==> config.mk <==
export PLATFORM = sky130hd
export DESIGN_NAME = uart_rx
export DESIGN_NICKNAME = d
export VERILOG_FILES = /design/src/rtl/uart_rx.sv
export SDC_FILE = /design/constraint.sdc
export NUM_CORES = 1
export LEC_CHECK = 0
export BUFFER_PORTS_ARGS = -buffer_cell sky130_fd_sc_hd__buf_4
export CAP_MARGIN = 20
export CORE_MARGIN = 2
export CORE_UTILIZATION = 62
export CTS_CLUSTER_SIZE = 20
export DETAILED_ROUTE_END_ITERATION = 7
export PLACE_DENSITY = 0.83
export REMOVE_ABC_BUFFERS = 1
export SYNTH_ARGS = -nofsm -noshare
export SYNTH_HDL_FRONTEND = slang
export SYNTH_SLANG_ARGS = --single-unit
==> constraint.sdc <==
create_clock -name clk -period 5.2 [get_ports clk]
set_input_delay 1.04 -clock clk [delete_from_list [all_inputs] [get_ports clk]]
set_output_delay 1.04 -clock clk [all_outputs]
set_load 0.01 [all_outputs]
==> src/rtl/uart_rx.sv <==
`default_nettype none
// ============================================================================
// Module      : uart_rx
// Description : 8N1 UART receiver, LSB first, with single-point mid-bit
//               sampling timed by a bit-period counter. rxd is brought into
//               the clk domain through a 2-FF synchronizer. It presents the
//               last good byte, a one-cycle done strobe and sticky status
//               flags that rx_clear clears.
// Optional    : `define UART_RX_PARITY_EN adds one even-parity bit between
//               the data bits and the stop bit. It also adds the sticky
//               parity_err output.
// Ports       : clk         - system clock, rising edge
//               reset       - asynchronous, active-high reset
//               rxd         - serial line, asynchronous, idles high
//               rx_clear    - pulse; clears rx_valid and the error flags
//               rx_data     - last good received byte
//               rx_done     - one-cycle pulse in the cycle rx_data is loaded
//               rx_valid    - sticky byte-available flag
//               frame_err   - sticky, stop bit sampled low
//               overrun_err - sticky, byte completed while rx_valid was set
//               parity_err  - sticky, parity mismatch (parity build only)
//               busy        - receiver is not idle
// Revision    : 1.0 - initial release
// ============================================================================
module uart_rx #(
    parameter int CLKS_PER_BIT = 434,
    parameter int HALF_BIT     = CLKS_PER_BIT / 2
) (
    input  logic       clk,
    input  logic       reset,
    input  logic       rxd,
    input  logic       rx_clear,
    output logic [7:0] rx_data,
    output logic       rx_done,
    output logic       rx_valid,
    output logic       frame_err,
    output logic       overrun_err,
`ifdef UART_RX_PARITY_EN
    output logic       parity_err,
`endif
    output logic       busy
);

    localparam int c_CNT_W = $clog2(CLKS_PER_BIT);
    localparam logic [c_CNT_W-1:0] c_BIT_LAST  = c_CNT_W'(CLKS_PER_BIT - 1);
    localparam logic [c_CNT_W-1:0] c_HALF_LAST = c_CNT_W'(HALF_BIT - 1);

    localparam logic [2:0] c_S_IDLE   = 3'd0;
    localparam logic [2:0] c_S_START  = 3'd1;
    localparam logic [2:0] c_S_DATA   = 3'd2;
`ifdef UART_RX_PARITY_EN
    localparam logic [2:0] c_S_PARITY = 3'd3;
`endif
    localparam logic [2:0] c_S_STOP   = 3'd4;
    localparam logic [2:0] c_S_WAIT   = 3'd5;

    // Synchronizer and edge-detect history. These flops reset high so that
    // leaving reset never looks like a falling edge on the line.
    logic r_sync_meta;
    logic r_rs;
    logic r_rs_d;

    logic [2:0]         r_state;
    logic [c_CNT_W-1:0] r_cnt;
    logic [2:0]         r_idx;
    logic [7:0]         r_shift;
    logic [7:0]         r_rx_data;
    logic               r_rx_valid;
    logic               r_frame_err;
    logic               r_overrun_err;

    logic [2:0]         w_state_nxt;
    logic [c_CNT_W-1:0] w_cnt_nxt;
    logic [2:0]         w_idx_nxt;
    logic               w_bit_term;
    logic               w_shift_we;
    logic               w_good;
    logic               w_stop_bad;

`ifdef UART_RX_PARITY_EN
    logic r_par_bad;
    logic r_parity_err;
    logic w_par_set;
`endif

    always_ff @(posedge clk or posedge reset) begin
        if (reset) begin
            r_sync_meta <= 1'b1;
            r_rs        <= 1'b1;
            r_rs_d      <= 1'b1;
        end else begin
            r_sync_meta <= rxd;
            r_rs        <= r_sync_meta;
            r_rs_d      <= r_rs;
        end
    end

    assign w_bit_term = (r_cnt == c_BIT_LAST);

    always_comb begin
        w_state_nxt = r_state;
        w_cnt_nxt   = r_cnt;
        w_idx_nxt   = r_idx;
        w_shift_we  = 1'b0;
        w_good      = 1'b0;
        w_stop_bad  = 1'b0;
`ifdef UART_RX_PARITY_EN
        w_par_set   = 1'b0;
`endif
        case (r_state)
            c_S_IDLE: begin
                w_cnt_nxt = '0;
                w_idx_nxt = '0;
                if (r_rs_d && !r_rs) begin
                    w_state_nxt = c_S_START;
                end
            end
            c_S_START: begin
                if (r_cnt == c_HALF_LAST) begin
                    w_cnt_nxt = '0;
                    w_idx_nxt = '0;
                    // A line already back high at mid start bit is a glitch.
                    w_state_nxt = r_rs ? c_S_IDLE : c_S_DATA;
                end else begin
                    w_cnt_nxt = r_cnt + c_CNT_W'(1);
                end
            end
            c_S_DATA: begin
                if (w_bit_term) begin
                    w_cnt_nxt  = '0;
                    w_shift_we = 1'b1;
                    if (r_idx == 3'd7) begin
                        w_idx_nxt = '0;
`ifdef UART_RX_PARITY_EN
                        w_state_nxt = c_S_PARITY;
`else
                        w_state_nxt = c_S_STOP;
`endif
                    end else begin
                        w_idx_nxt = r_idx + 3'd1;
                    end
                end else begin
                    w_cnt_nxt = r_cnt + c_CNT_W'(1);
                end
            end
`ifdef UART_RX_PARITY_EN
            c_S_PARITY: begin
                if (w_bit_term) begin
                    w_cnt_nxt   = '0;
                    // Even parity: the parity bit equals the XOR of the data.
                    w_par_set   = (r_rs != ^r_shift);
                    w_state_nxt = c_S_STOP;
                end else begin
                    w_cnt_nxt = r_cnt + c_CNT_W'(1);
                end
            end
`endif
            c_S_STOP: begin
                if (w_bit_term) begin
                    w_cnt_nxt = '0;
                    if (r_rs) begin
`ifdef UART_RX_PARITY_EN
                        w_good = !r_par_bad;
`else
                        w_good = 1'b1;
`endif
                        w_state_nxt = c_S_IDLE;
                    end else begin
                        // Wait for the line to return high so a break does not
                        // produce a stream of bogus frames.
                        w_stop_bad  = 1'b1;
                        w_state_nxt = c_S_WAIT;
                    end
                end else begin
                    w_cnt_nxt = r_cnt + c_CNT_W'(1);
                end
            end
            c_S_WAIT: begin
                w_cnt_nxt = '0;
                if (r_rs) begin
                    w_state_nxt = c_S_IDLE;
                end
            end
            default: begin
                w_state_nxt = c_S_IDLE;
                w_cnt_nxt   = '0;
                w_idx_nxt   = '0;
            end
        endcase
    end

    always_ff @(posedge clk or posedge reset) begin
        if (reset) begin
            r_state <= c_S_IDLE;
            r_cnt   <= '0;
            r_idx   <= '0;
        end else begin
            r_state <= w_state_nxt;
            r_cnt   <= w_cnt_nxt;
            r_idx   <= w_idx_nxt;
        end
    end

    always_ff @(posedge clk or posedge reset) begin
        if (reset) begin
            r_shift   <= '0;
            r_rx_data <= '0;
        end else begin
            if (w_shift_we) begin
                r_shift[r_idx] <= r_rs;
            end
            if (w_good) begin
                r_rx_data <= r_shift;
            end
        end
    end

    // Sticky flags: a set in the same cycle as rx_clear takes precedence.
    always_ff @(posedge clk or posedge reset) begin
        if (reset) begin
            r_rx_valid    <= 1'b0;
            r_frame_err   <= 1'b0;
            r_overrun_err <= 1'b0;
        end else begin
            r_rx_valid    <= w_good | (r_rx_valid & ~rx_clear);
            r_frame_err   <= w_stop_bad | (r_frame_err & ~rx_clear);
            r_overrun_err <= (w_good & r_rx_valid) | (r_overrun_err & ~rx_clear);
        end
    end

`ifdef UART_RX_PARITY_EN
    always_ff @(posedge clk or posedge reset) begin
        if (reset) begin
            r_par_bad    <= 1'b0;
            r_parity_err <= 1'b0;
        end else begin
            if (r_state == c_S_PARITY && w_bit_term) begin
                r_par_bad <= w_par_set;
            end
            r_parity_err <= w_par_set | (r_parity_err & ~rx_clear);
        end
    end

    assign parity_err = r_parity_err;
`endif

    assign rx_data     = r_rx_data;
    assign rx_done     = w_good;
    assign rx_valid    = r_rx_valid;
    assign frame_err   = r_frame_err;
    assign overrun_err = r_overrun_err;
    assign busy        = (r_state != c_S_IDLE);

endmodule
`default_nettype wire
==> results of run 1 <==
[logic make-up after synthesis]
kind of cell / share of synthesized area (%)
simple gates: 17.4
fa+ha+maj: 3.67
buf+inv: 3.30
xor+xnor: 4.11
mux: 10.6
compound gates: 6.53
flops: 54.5
[through the flow]
step           area [µm²]  total power, µW
2_1_floorplan        1680              399
3_3_place_gp         1850              425
3_5_place_dp         1850              433
4_1_cts              1950              673
5_1_grt              1950              702
6_report             1950              668
[path summary, 6_finish.rpt]
check	depth (start not counted)	end	slack (ns)	start
worst min-delay path	0	r_rs	0.36	r_sync_meta
worst max register to register	6	rx_data[3]	3.03	r_cnt[1]
min in group asynchronous	3	r_shift[2]	0.78	reset
worst max-delay path	7	rx_done	1.95	r_cnt[1]
max in group asynchronous	3	r_rs	4.07	reset
worst min register to register	0	r_rs	0.36	r_sync_meta
[power breakdown]
part | leakage, µW | internal, µW | switching (µW)
Sequential | 0.000502 | 303 | 21.2
Clock | 0.0000552 | 149 | 94.2
Combinational | 0.000422 | 43.2 | 58.1
Total | 0.000979 | 495 | 173
[cell usage after synthesis, types with 2 or more instances]
master     number
nand4bb_1       2
o21ai_0         3
nor3b_1         2
nand3_1         4
and3_1          3
dfrtp_1        34
and4bb_1        2
nor2_1         13
xnor2_1         6
dfstp_2         3
clkbuf_1        3
inv_1           8
xor2_1          2
a22o_1          2
buf_2           3
nand4b_1        5
mux2_1         15
nand4_1         3
ha_1            5
nand2_1         2
a21oi_1         2
[registers in the layout, summed over array words and instances (netlist names), 3 cells and up]
signal / count
r_state: 3
rx_data: 8
r_cnt: 9
r_shift: 8
r_idx: 3
[per-layer routing]
metal,GRT usage [%],routed length (µm),vias up
met5,0,0,-
met2,33.2,1390,20
li1,-,-,533
met1,25.7,1290,532
met4,10.2,48,0
met3,4.15,98,8
[worst reg2reg max path: cells and delay by family, from the launching register on]
family,cells,cell delay [ns]
and+or+nand+nor,3,0.94
muxes,1,0.48
DFF,1,0.41
adders and majority gates,1,0.15
buffers and inverters,1,0.09
[area by class of cell]
class,count,area [µm²]
clock buffer,5,37.5
timing repair buffer,17,128
sequential,37,930
clock inverter,3,65.1
multi-input combinational,89,721
inverter,8,30.0
tap,31,38.8
fill,195,737
==> flow_summary.toml, run 1 <==
[timing]
hold_viol = 0
fmax_mhz = 308
hold-worst-slack_ns = 0.362
fin_crit_ns = 3.25
fin_worst_skew_ns = 0.0150
final.setup.tns_ns = 0
report.final.slew_viol_count = 0
slew_headroom_pct = 64.8
min_period_over_period_pct = 62.4
grt_setup_unrepaired = "false"
fin_ws_ns = 1.95
worst_pin_slew_ns = 0.526
setup_viol = 0

[floorplanning]
coreArea_um2 = 2690
rows = 19
die_x_um = 56.5
initial_core_util_pct = 63.5
ioPinCount = 17
dieArea_um2 = 3190
die_h_um = 56.5

[worst_hold_path]
min_path_type = "reg2reg"

[placed_design]
gp_congestion = 0.842
dpl_worst_slack_ns = 2.27
dpl.cell_count = 182
portBuffers = 16
place_hpwl_mm = 1.96

[drt]
dr_total_vias = 1093
wl_per_cell_um = 14.9
drc_errors = 0
drtIter0Drc = 45
routed_wl_mm = 2.83
vias_per_cell = 5.75
final_antenna_net_count = 0
drt-pass1-iter-count = 4

[global_routing]
grt_max_degree = 38
grt_pass1_vias = 1103
grt_use_total_pct = 20.4
grt_first_pass_wirelength_mm = 4.93
grt_overflow = 0
antenna_found_initial = 0

[status]
outcome = "complete, no violations"

[synthesis]
synth_area_leaders = "dfrtp_1 50%, mux2_1 9.9%, dfstp_2 4.6%, ha_1 3.7%, xnor2_1 3.1%"
ys_warn_count = 0
ys_seq_area_share_pct = 54.5
netlist.area_leader.share_pct = 49.9
synth_seq_cells = 37
ys_async_sr_fraction_pct = 100
avgSynthCellArea_um2 = 12.2
ys_types = 39
synth_edf_count = 0
yosys.area.top_type = "dfrtp_1"
netlist_area_um2 = 1710
synth_top_flop_cell = "dfrtp_1"
synth_cells = 140

[power_and_ir_drop]
p_per_area_nw_per_um2 = 343
p_leak_uw = 0.000979
ir_worst_vdd_mv = 0.338

[setup_path]
path_max_fanout = 11
critPathTopFamily = "simple AND/OR/NAND/NOR gates"
crit_path_start_kind = "register"
cp-end-kind = "primary output"
path_buf_inv = 3
cp.required_ns = 4.16
cp_cell_sequence = "inv_1 > ha_1 > nand4bb_1 > nor2_4 > nand3_1 > inv_1 > buf_4"
slowest_delay_ns = 0.43
cp.arrival_ns = 2.21
crit_path_frequent_cell = "inv_1"
cp_slowest_cell = "nand3_1"
critical_path_class = "reg2out"

[cells_and_area]
nNetsFinal = 167
finish.utilization_pct = 72.6
diodes = 0
finalNonFillerCells = 190
post_route_cells_drive_above_1_share_pct = 20.1
final_cell_mix = "34 x dfrtp_1, 17 x buf_4, 15 x mux2_1"
layout_commonest_cell = "dfrtp_1"
area_delta_synth_final_pct = 14.2

[clock_tree]
numClockSinks = 37
cts_resized = 0
cts-root-buf = "clkbuf_4"
hold_buffers = 0
cts_tree = "yes"
clockBufferDepth = 2
cts_buffers = 5
htree_levels = 2
path_clk_slew_ns = 0.10
post_cts_buffers = 0
clock_latency_ns = 0.35

[run]
cap_violations = 0
No activity file was read; power rests on OpenSTA's default activity.
==> run 2: changes to the inputs <==
--- a/config.mk
+++ b/config.mk
@@ -5,13 +5,14 @@
 export SDC_FILE = /design/constraint.sdc
 export NUM_CORES = 1
 export LEC_CHECK = 0
+export ABC_AREA = 1
 export BUFFER_PORTS_ARGS = -buffer_cell sky130_fd_sc_hd__buf_4
 export CAP_MARGIN = 20
 export CORE_MARGIN = 2
-export CORE_UTILIZATION = 62
+export CORE_UTILIZATION = 52
 export CTS_CLUSTER_SIZE = 20
 export DETAILED_ROUTE_END_ITERATION = 7
-export PLACE_DENSITY = 0.83
+export PLACE_DENSITY = 0.74
 export REMOVE_ABC_BUFFERS = 1
 export SYNTH_ARGS = -nofsm -noshare
 export SYNTH_HDL_FRONTEND = slang
==> constraint.sdc (replaced) <==
create_clock -name clk -period 2.7 [get_ports clk]
set_input_delay 0.54 -clock clk [delete_from_list [all_inputs] [get_ports clk]]
set_output_delay 0.54 -clock clk [all_outputs]
set_load 0.01 [all_outputs]
==> flow_summary.toml, run 2 <==
[cells_and_area]
final_cell_mix = "76 x nand2_1, 34 x dfrtp_1, 28 x inv_1"
top_register = "r_cnt"
area_delta_synth_final_pct = 13.4
nNetsFinal = 261
finalNonFillerCells = 299
finish.utilization_pct = 62.5
post_route_cells_drive_above_1_share_pct = 16.6
largest_reg_flops = 9
nFillCells = 321
diodes = 0
layout_commonest_cell = "nand2_1"

[timing]
worst_pin_slew_ns = 0.445
setup_viol = 0
fmax_mhz = 454
fin_crit_ns = 2.20
fin_worst_skew_ns = 0.00769
hold_viol = 0
final.setup.tns_ns = 0
report.final.slew_viol_count = 0
fin_ws_ns = 0.497
slew_headroom_pct = 70.3
grt_setup_unrepaired = "false"
min_period_over_period_pct = 81.6

[worst_hold_path]
min_path_type = "in2async"

[synthesis]
synthAdderAreaFrac_pct = 3.33
synth_top_family_by_area = "simple AND/OR/NAND/NOR gates"
synth_xor_area_share_pct = 1.40
netlist.area_leader.share_pct = 45.2
synth_common_cells = "76 x nand2_1, 34 x dfrtp_1, 28 x inv_1, 27 x nor2_1, 15 x nand4_1"
synth_cells = 230
synth_edf_count = 0
ys_types = 27
ys_async_sr_fraction_pct = 100
netlist_area_um2 = 1880
yosys.area.top_type = "dfrtp_1"
synth_top_flop_cell = "dfrtp_1"
avgSynthCellArea_um2 = 8.18
synth-simple-area-share_pct = 36.4
ys_warn_count = 0
synth_area_leaders = "dfrtp_1 45%, nand2_1 15%, inv_1 5.6%, nor2_1 5.4%, nand4_1 5.0%"
muxShareOfSynthArea_pct = 0
synth_compound_area_share_pct = 2.13
ys_seq_area_share_pct = 49.4
synth_seq_cells = 37
yosysMostFrequentCell = "nand2_1"

[setup_path]
path_max_fanout = 5
crit_path_start_kind = "register"
cp.required_ns = 2.16
critical_path_class = "reg2out"
cp-end-kind = "primary output"
cp.arrival_ns = 1.66

[clock_tree]
clockBufferDepth = 2
post_cts_buffers = 0
clock_latency_ns = 0.34
cts-root-buf = "clkbuf_4"
cts_buffers = 5
cts_tree = "yes"
numClockSinks = 37
cts_resized = 0
path_clk_slew_ns = 0.10
hold_buffers = 0
htree_levels = 2

[placed_design]
dpl_worst_slack_ns = 0.852
gp_congestion = 0.842
place_hpwl_mm = 2.33
portBuffers = 16
dpl.cell_count = 291

[global_routing]
antenna_found_initial = 0
grt_pass1_vias = 1344
grt_max_degree = 38
grt_first_pass_wirelength_mm = 5.91
grt_overflow = 0
grt_use_total_pct = 18.7

[run]
cap_violations = 0

[drt]
final_antenna_net_count = 0
vias_per_cell = 4.92
drc_errors = 0
wl_per_cell_um = 10.7
dr_total_vias = 1471
routed_wl_mm = 3.19
drt-pass1-iter-count = 4
drtIter0Drc = 72

[floorplanning]
rows = 21
initial_core_util_pct = 55.1
die_x_um = 64.1
coreArea_um2 = 3420
ioPinCount = 17
dieArea_um2 = 4110
die_h_um = 64.1

[power_and_ir_drop]
p_per_area_nw_per_um2 = 715
total_power_uw = 1520
ir_worst_vdd_mv = 0.676
p_leak_uw = 0.00117

[status]
outcome = "complete, no violations"
-- run 2: changes by cell type after synthesis, sizes merged, moves of 5 or more --
cell    change
xnor2       -5
mux2       -16
nand4b      -5
inv        +22
nand2      +79
nand4      +13
nor2       +16
nand3       +8
-- run 2: logic make-up after synthesis --
kind of cell / after synthesis
adder cells (fa/ha/maj): 5
AND/OR/NAND/NOR: 145
AO/OA/AOI/OAI: 7
buffers and inverters: 33
XOR/XNOR: 3
flip-flops: 37
-- run 2: routing by layer --
metal	vias up	wire (µm)	GRT usage, %
li1	772	-	-
met1	675	1670	26.4
met2	19	1360	27.6
met3	5	118	4.23
met4	0	48	7.98
met5	-	0	0
-- run 2: final cells by class --
type / instances / area [µm²] / share of cell area (%)
clock buffer: 7 / 55.1 / 2.58
clock inverter: 1 / 30.0 / 1.41
inverter: 30 / 113 / 5.28
multi-input combinational: 160 / 813 / 38.1
sequential: 37 / 930 / 43.6
tap: 46 / 57.6 / 2.70
timing repair buffer: 18 / 135 / 6.33
-- run 2: through the flow --
step,instance area [µm²],hold slack [ns]
6_report,2130,0.297
5_1_grt,2130,0.287
4_1_cts,2130,0.290
3_5_place_dp,2050,0.347
3_3_place_gp,2050,0.347
2_1_floorplan,1860,0.345
-- run 2: where the power goes --
part / total [µW] / leakage (µW) / internal (µW) / switching (µW)
combinational: 455 / 0.000622 / 137 / 317
clock: 389 / 0.0000455 / 221 / 168
sequential: 681 / 0.000502 / 604 / 77.4
total: 1520 / 0.00117 / 962 / 562
-- run 2: path summary, 6_finish.rpt --
| kind | start | end | slack (ns) | depth (start not counted) |
|---|---|---|---|---|
| max | r_cnt[1] | rx_done | 0.50 | 7 |
| min | reset | rx_data[3] | 0.30 | 3 |
| max reg2reg | r_idx[0] | r_state[2] | 0.97 | 9 |
| min reg2reg | r_sync_meta | r_rs | 0.36 | 0 |
| max in group asynchronous | reset | r_rs | 2.06 | 3 |
| min in group clk | rxd | r_sync_meta | 0.30 | 1 |
-- run 2: critical path: stages, from the launching register on --
cell and delay, ns:
dfrtp_1 0.40, inv_1 0.08, ha_1 0.14, nand2_1 0.06, nor2_2 0.20, nand2_4 0.12, nor3_4 0.17, buf_4 0.15
==> run 3: changes to the inputs <==
==> constraint.sdc (replaced) <==
create_clock -name clk -period 1.9 [get_ports clk]
set_input_delay 0.38 -clock clk [delete_from_list [all_inputs] [get_ports clk]]
set_output_delay 0.38 -clock clk [all_outputs]
set_load 0.01 [all_outputs]
==> flow_summary.toml, run 3 (same netlist as run 2, synthesis figures left out) <==
[setup_path]
path_max_fanout = 2
crit_path_start_kind = "register"
cp-end-kind = "primary output"
r2r_setup_slack_ns = 0.29
cp.required_ns = 1.52
critical_path_class = "reg2out"
r2r-start = "r_cnt[1]"
reg2regPathDepth = 10
timing.rr.end = "r_cnt[6]"
cp.arrival_ns = 1.49

[timing]
final.setup.tns_ns = 0
setup_viol = 0
fin_crit_ns = 1.87
fmax_mhz = 536
report.final.slew_viol_count = 0
grt_setup_unrepaired = "true"
fin_worst_skew_ns = 0.0155
min_period_over_period_pct = 98.2
hold_viol = 0
slew_headroom_pct = 70.1
worst_pin_slew_ns = 0.449

[floorplanning]
die_h_um = 64.1
initial_core_util_pct = 55.1
coreArea_um2 = 3420
dieArea_um2 = 4110
rows = 21
ioPinCount = 17
die_x_um = 64.1

[drt]
routed_wl_mm = 3.40
drtIter0Drc = 91
vias_per_cell = 4.91
drt-pass1-iter-count = 5
wl_per_cell_um = 11.1
final_antenna_net_count = 0
dr_total_vias = 1499
drc_errors = 0

[cells_and_area]
nNetsFinal = 267
largest_reg_flops = 9
final_cell_mix = "75 x nand2_1, 33 x dfrtp_1, 27 x inv_1"
area_delta_synth_final_pct = 16.0
finish.utilization_pct = 63.8
post_route_cells_drive_above_1_share_pct = 20.8
layout_commonest_cell = "nand2_1"
diodes = 0
design_area_um2 = 2180
top_register = "r_cnt"

[global_routing]
grt_first_pass_wirelength_mm = 6.04
grt_pass1_vias = 1360
grt_max_degree = 38
grt_use_total_pct = 19.1
antenna_found_initial = 0
grt_overflow = 0

[placed_design]
place_hpwl_mm = 2.40
gp_congestion = 0.900
dpl_cell_area_um2 = 2060
portBuffers = 16

[power_and_ir_drop]
internal-power_uw = 1250
p_leak_uw = 0.00120
ir_worst_vdd_mv = 0.696
combPwrFrac_pct = 35.6
seqPwrFrac_pct = 45.2
clockPowerShare_pct = 19.2
p_switching_uw = 862
p_per_area_nw_per_um2 = 966
switching_share_pct = 40.9

[clock_tree]
cts_tree = "yes"
htree_levels = 2
clockBufferDepth = 2
clock_latency_ns = 0.35
path_clk_slew_ns = 0.12
numClockSinks = 37
cts_buffers = 5
cts-root-buf = "clkbuf_4"

[worst_hold_path]
min_path_type = "in2async"

[status]
outcome = "complete, no violations"

[run]
cap_violations = 0
run 3: critical path, stage by stage, from the launching register on:
cell and delay (ns):
dfrtp_1 0.41, inv_2 0.08, ha_4 0.13, nand2_4 0.05, nor2_4 0.11, nand2_4 0.06
nor3_4 0.16, buf_6 0.13
run 3: per-layer routing:
layer	vias to the layer above	share of wire (%)	track usage [%]	wire [µm]
li1	784	-	-	-
met1	684	50	26.4	1700
met2	25	44	28.4	1490
met3	6	4.3	5.46	146
met4	0	1.6	7.98	53
met5	-	0	0	0
run 3: area by class of cell:
cell class / instances / area (µm²)
repair buffers: 24 / 184
flip-flops and latches: 37 / 931
clock inverters: 3 / 17.5
multi-input cells: 160 / 841
well taps: 46 / 57.6
clock buffers: 5 / 37.5
inverters: 30 / 113
fillers: 287 / 1230
run 3: how the worst max path moves through the flow:
stage	end	from	depth (start not counted)
floorplan	rx_done	r_cnt[1]	6
global placement	rx_done	r_cnt[1]	7
detailed placement	rx_done	r_cnt[1]	7
CTS	rx_done	r_cnt[1]	7
global route	rx_done	r_state[1]	4
finish	rx_done	r_cnt[1]	7
run 3: per-stage QoR:
step | std cells | worst slack, ns | hold slack (ns) | power, µW
floorplan | 227 | 0.324 | 0.345 | 1460
global placement | 293 | 0.249 | 0.347 | 1630
detailed placement | 293 | 0.218 | 0.348 | 1640
CTS | 305 | -0.0367 | 0.113 | 2100
global route | 305 | -0.0575 | 0.107 | 2260
finish | 305 | 0.0336 | 0.110 | 2110
run 3: power by group through the flow:
stage	Combinational [µW]	Clock, µW	Sequential (µW)
after global routing	845	454	962
final	750	405	951
after global placement	679	0	951
after floorplan	500	0	956
after detailed placement	687	0	952
after CTS	734	425	943
run 3: what timing repair did:
item                       CTS  global route
hold buffers                 0             0
pin swaps                    3             1
setup endpoints to repair    1             1
resized for setup            7             2
buffers inserted             4             0
